## src/rtl/complex_mac.sv

```systemverilog
// Pipelined signed complex multiply-accumulate with valid/ready handshakes.
// Three stages: operand register, product register, accumulate/output.
module complex_mac #(
    parameter int WIDTH = 8,
    parameter int ACC_GUARD = 4,
    parameter int CNT_W = 8,
    localparam int OUT_W = 2*WIDTH+1+ACC_GUARD
) (
    input  logic             clk_i,
    input  logic             rst_n_i,
    input  logic             in_valid_i,
    output logic             in_ready_o,
    input  logic [WIDTH-1:0] a_real_i,
    input  logic [WIDTH-1:0] a_imag_i,
    input  logic [WIDTH-1:0] b_real_i,
    input  logic [WIDTH-1:0] b_imag_i,
    input  logic             conj_i,
    input  logic             last_i,
    output logic             out_valid_o,
    input  logic             out_ready_i,
    output logic [OUT_W-1:0] c_real_o,
    output logic [OUT_W-1:0] c_imag_o,
    output logic [CNT_W-1:0] count_o
);

    localparam int PW = 2*WIDTH;
    localparam int SW = PW+1;

    logic stall;
    logic adv;

    logic                    s1_valid, s1_conj, s1_last;
    logic signed [WIDTH-1:0] s1_ar, s1_ai, s1_br, s1_bi;

    logic                 s2_valid, s2_conj, s2_last;
    logic signed [PW-1:0] p_rr, p_ii, p_ir, p_ri;

    logic signed [SW-1:0]    smp_re, smp_im;
    logic signed [OUT_W-1:0] sum_re, sum_im;
    logic signed [OUT_W-1:0] acc_re, acc_im;
    logic [CNT_W-1:0]        cnt, cnt_next;

    // A held result freezes the whole pipe.
    assign stall      = out_valid_o & ~out_ready_i;
    assign adv        = ~stall;
    assign in_ready_o = adv;

    always_ff @(posedge clk_i or negedge rst_n_i) begin
        if (!rst_n_i) begin
            s1_valid <= 1'b0;
            s1_conj  <= 1'b0;
            s1_last  <= 1'b0;
            s1_ar    <= '0;
            s1_ai    <= '0;
            s1_br    <= '0;
            s1_bi    <= '0;
        end else if (adv) begin
            s1_valid <= in_valid_i;
            s1_conj  <= conj_i;
            s1_last  <= last_i;
            s1_ar    <= a_real_i;
            s1_ai    <= a_imag_i;
            s1_br    <= b_real_i;
            s1_bi    <= b_imag_i;
        end
    end

    always_ff @(posedge clk_i or negedge rst_n_i) begin
        if (!rst_n_i) begin
            s2_valid <= 1'b0;
            s2_conj  <= 1'b0;
            s2_last  <= 1'b0;
            p_rr     <= '0;
            p_ii     <= '0;
            p_ir     <= '0;
            p_ri     <= '0;
        end else if (adv) begin
            s2_valid <= s1_valid;
            s2_conj  <= s1_conj;
            s2_last  <= s1_last;
            p_rr     <= PW'(s1_ar) * PW'(s1_br);
            p_ii     <= PW'(s1_ai) * PW'(s1_bi);
            p_ir     <= PW'(s1_ai) * PW'(s1_br);
            p_ri     <= PW'(s1_ar) * PW'(s1_bi);
        end
    end

    always_comb begin
        smp_re = '0;
        smp_im = '0;
        if (s2_conj) begin
            smp_re = {p_rr[PW-1], p_rr} + {p_ii[PW-1], p_ii};
            smp_im = {p_ir[PW-1], p_ir} - {p_ri[PW-1], p_ri};
        end else begin
            smp_re = {p_rr[PW-1], p_rr} - {p_ii[PW-1], p_ii};
            smp_im = {p_ir[PW-1], p_ir} + {p_ri[PW-1], p_ri};
        end
        sum_re   = acc_re + {{(OUT_W-SW){smp_re[SW-1]}}, smp_re};
        sum_im   = acc_im + {{(OUT_W-SW){smp_im[SW-1]}}, smp_im};
        cnt_next = (cnt == {CNT_W{1'b1}}) ? cnt : cnt + 1'b1;
    end

    always_ff @(posedge clk_i or negedge rst_n_i) begin
        if (!rst_n_i) begin
            acc_re      <= '0;
            acc_im      <= '0;
            cnt         <= '0;
            out_valid_o <= 1'b0;
            c_real_o    <= '0;
            c_imag_o    <= '0;
            count_o     <= '0;
        end else if (adv) begin
            out_valid_o <= s2_valid & s2_last;
            if (s2_valid) begin
                if (s2_last) begin
                    c_real_o <= sum_re;
                    c_imag_o <= sum_im;
                    count_o  <= cnt_next;
                    acc_re   <= '0;
                    acc_im   <= '0;
                    cnt      <= '0;
                end else begin
                    acc_re <= sum_re;
                    acc_im <= sum_im;
                    cnt    <= cnt_next;
                end
            end
        end
    end

endmodule

```

## config.mk

```make
export PLATFORM = sky130hd
export DESIGN_NAME = complex_mac
export DESIGN_NICKNAME = d
export VERILOG_FILES = /design/src/rtl/complex_mac.sv
export SDC_FILE = /design/constraint.sdc
export NUM_CORES = 1
export LEC_CHECK = 0
export ABC_CLOCK_PERIOD_IN_PS = 5700
export BUFFER_PORTS_ARGS = -buffer_cell sky130_fd_sc_hd__buf_4
export CORE_ASPECT_RATIO = 1.75
export CORE_UTILIZATION = 30
export DETAILED_ROUTE_END_ITERATION = 10
export PLACE_DENSITY = 0.52
export SLEW_MARGIN = 20
export SYNTH_ARGS = -nofsm -noshare
export SYNTH_HDL_FRONTEND = slang
export SYNTH_SLANG_ARGS = --single-unit
```

## constraint.sdc

```tcl
create_clock -name clk_i -period 5.7 [get_ports clk_i]
set_clock_uncertainty 0.15 [all_clocks]
set_input_delay 0.57 -clock clk_i [delete_from_list [all_inputs] [get_ports clk_i]]
set_output_delay 0.57 -clock clk_i [all_outputs]
set_load 0.1 [all_outputs]
```

==> run_results.csv <==
group,metric,value,unit
logic_synthesis,synth_top_area_cell,"dfrtp_1",
logic_synthesis,synth_cell_types,64,
sta,holdWs,0.0524,ns
cts,tritoncts,"built",
global_routing,grtUsageTotal,0.151,
setup_path,rr_worst_depth,17,
finish,final_util,0.340,
flow_run,drv_cap,0,
worst_hold_path,hold_depth,3,
route,vias,15800,
place,dp_hpwl,41.1,mm
sta,hold_viol_final,0,
finish,nets,2839,
sta,rsz0062_at_grt,"false",
floorplanning,rows,128,
route,routed_wirelength,52.4,mm
sta,post-route-period-util,0.946,
cts,cts_max_level,1,
floorplanning,num_io_pins,90,
sta,tns,0,ns
finish,fillers,7232,
logic_synthesis,syn_area,0.0212,mm²
route,met3_length,1.53,mm
route,wl_met2,27.7,mm
finish,n_antenna_cell,0,
place,io_buffers,89,
logic_synthesis,postSynthAreaPerCell,9.15,µm²
cts,cts_root_buffer,"clkbuf_16",
logic_synthesis,synth_nets,2779,
setup_path,r2r-start,"p_ii[4]$_DFFE_PN0N_",
place,place_congestion,0.835,
sta,drv_slew,0,
setup_path,crit_type,"flip-flop to flip-flop",
route,drt-vias-per-instance,4.77,
status,status,"finished, final reports clean",
cts,insertion_delay,0.56,ns
logic_synthesis,ys_seq_elements,203,
sta,finalCriticalPeriod,5.39,ns
global_routing,grt_overflow,0,
logic_synthesis,synth.most_common_cell,"nand2_1",
worst_hold_path,hold_end,"s1_ar[7]$_DFFE_PN0N_",
setup_path,r2r-end,"acc_re[20]$_DFFE_PN0P_",
logic_synthesis,synth_warnings,0,
floorplanning,die_y,354,µm
logic_synthesis,async_flop_share,1.00,
route,top_layer,"met4",
worst_hold_path,hold_path_class,"input pin to flip-flop",
logic_synthesis,netlist_instances,2319,
sta,fin_ws,0.307,ns
route,wl_met1,20.9,mm
floorplanning,die_w,203,µm
logic_synthesis,yosys-top-cells-count,"nand2_1 (312), inv_1 (306), fa_1 (224)",
finish,syn2layout_area_growth,12.0,%
route,wl_per_cell,15.9,µm
cts,clock-sinks,203,
logic_synthesis,synth_edf_count,0,
worst_hold_path,min_from,"a_real_i[7]",
logic_synthesis,ys_seq_area_frac,0.239,
logic_synthesis,ys_top_cells_by_area,"dfrtp_1 (24%), fa_1 (21%), ha_1 (12%)",
route,first_pass_iters,4,
route,drt-initial-drc-count,504,
global_routing,antenna_found_initial,0,
finish,final_layout_size_suffix_gt1_frac,0.0889,
logic_synthesis,synth_top_area_share,0.239,
place,pre_cts_slack,0.0842,ns
floorplanning,dieArea,0.0718,mm²
cts,cts_buffer_depth,3,
setup_path,path_max_fanout,10,
setup_path,critPathCaptureType,"flip-flop",
sta,worst_slew_pin_slew,0.921,ns
logic_synthesis,synthFlopType,"dfrtp_1",
cts,clkTransAtPathRegs,0.07,ns
global_routing,grt_max_degree,123,
global_routing,grt_pass1_wl,87.3,mm
setup_path,reg2reg_slack,0.31,ns
setup_path,startpoint_type,"flip-flop",
cts,cts_inserted_buffers,23,
sta,setup_viol,0,
floorplanning,start_util,0.304,
sta,relSlewSlack,0.386,
setup_path,arrival,5.69,ns
sta,max_clock_freq,185,MHz
floorplanning,core,0.0698,mm²
setup_path,required,6.00,ns
route,drc,0,
route,ant_nets,0,
global_routing,grt_pass1_vias,17000,
final cells by class:
cell class                 count  area, µm²  area share
multi-input combinational   1729      14700       0.619
inverter                     307       1150      0.0486
tap                          910       1140      0.0479
clock inverter                13        169     0.00711
timing repair buffer         115        886      0.0373
sequential                   203       5080       0.214
clock buffer                  29        628      0.0264
registers in the layout (all words and copies together) (netlist names):
signal and cells:
s1_br 8, c_imag_o 21, s1_ar 8, s1_conj 1, out_valid_o 1, acc_re 21, s1_last 1, p_rr 16
acc_im 21, count_o 8, p_ir 16, s1_bi 8, p_ri 16, cnt 8, s2_conj 1, p_ii 16
s1_valid 1, s2_valid 1, s2_last 1, s1_ai 8, c_real_o 21
cells in the final DEF (no fill, tap or decap), types with 40 or more instances in the layout:
cell / instances
nor2_1: 109
and2_1: 149
fa_1: 224
dfrtp_1: 203
a21oi_1: 113
buf_4: 112
xnor2_1: 102
nand2_1: 310
xor2_1: 40
inv_1: 306
ha_1: 198
o21ai_0: 100
kinds of logic after synthesis:
group,count (synthesis),share of synthesized area
and+or+nand+nor,742,0.167
adders and majority gates,422,0.328
buffers and inverters,387,0.0699
AOI/OAI and AO/OA,384,0.114
DFF,203,0.239
xor gates and xnor gates,145,0.0613
muxes,36,0.0192
worst max-delay path, stage by stage (launching register included):
cell	delay (ns)
dfrtp_1	0.42
or4_4	0.57
nor4_2	0.27
buf_4	0.19
a31oi_1	0.08
xor2_1	0.18
ha_1	0.40
nand3_1	0.14
or3_1	0.33
a211oi_1	0.26
o21ai_0	0.18
a2bb2oi_2	0.45
ha_1	0.39
o22a_1	0.23
nand2_1	0.13
mux2_4	0.31
or3_1	0.37
a22o_1	0.21
metrics by stage:
step	cells	cell area, µm²
2_1_floorplan	2319	21200
6_report	3306	23800
5_1_grt	3306	23800
4_1_cts	3306	23700
3_5_place_dp	3263	22900
3_3_place_gp	3263	22900
how the worst max path moves through the flow:
stage               cells past startpoint                  endpoint                start  slack [ns]
floorplan                              22    acc_re[20]$_DFFE_PN0P_  p_ii[4]$_DFFE_PN0N_        0.56
global placement                       22    acc_re[20]$_DFFE_PN0P_  p_ii[0]$_DFFE_PN0N_        0.06
detailed placement                     22    acc_re[20]$_DFFE_PN0P_  p_ii[0]$_DFFE_PN0N_        0.08
CTS                                    22    acc_re[20]$_DFFE_PN0P_  p_ii[0]$_DFFE_PN0N_        0.06
global route                           20  c_imag_o[19]$_DFFE_PN0P_  p_ri[4]$_DFFE_PN0N_        0.02
finish                                 17    acc_re[20]$_DFFE_PN0P_  p_ii[4]$_DFFE_PN0N_        0.31
routing by layer:
metal  vias to the layer above  GRT usage
met5                         -          0
met4                         0     0.0681
met3                        76     0.0145
met2                       218      0.282
met1                      7800      0.171
li1                       7669          -
timing repair:
item                                   in CTS  in global routing
hold buffers                                1                  0
setup buffers                               0                  0
setup endpoints to repair                   0                  6
endpoints found under the hold margin      81                  0
gates resized for setup                     0                  9
Power is left out: the tool's default activity adds up to more than one toggle a clock period on the data nets, which glitch-free logic cannot reach.
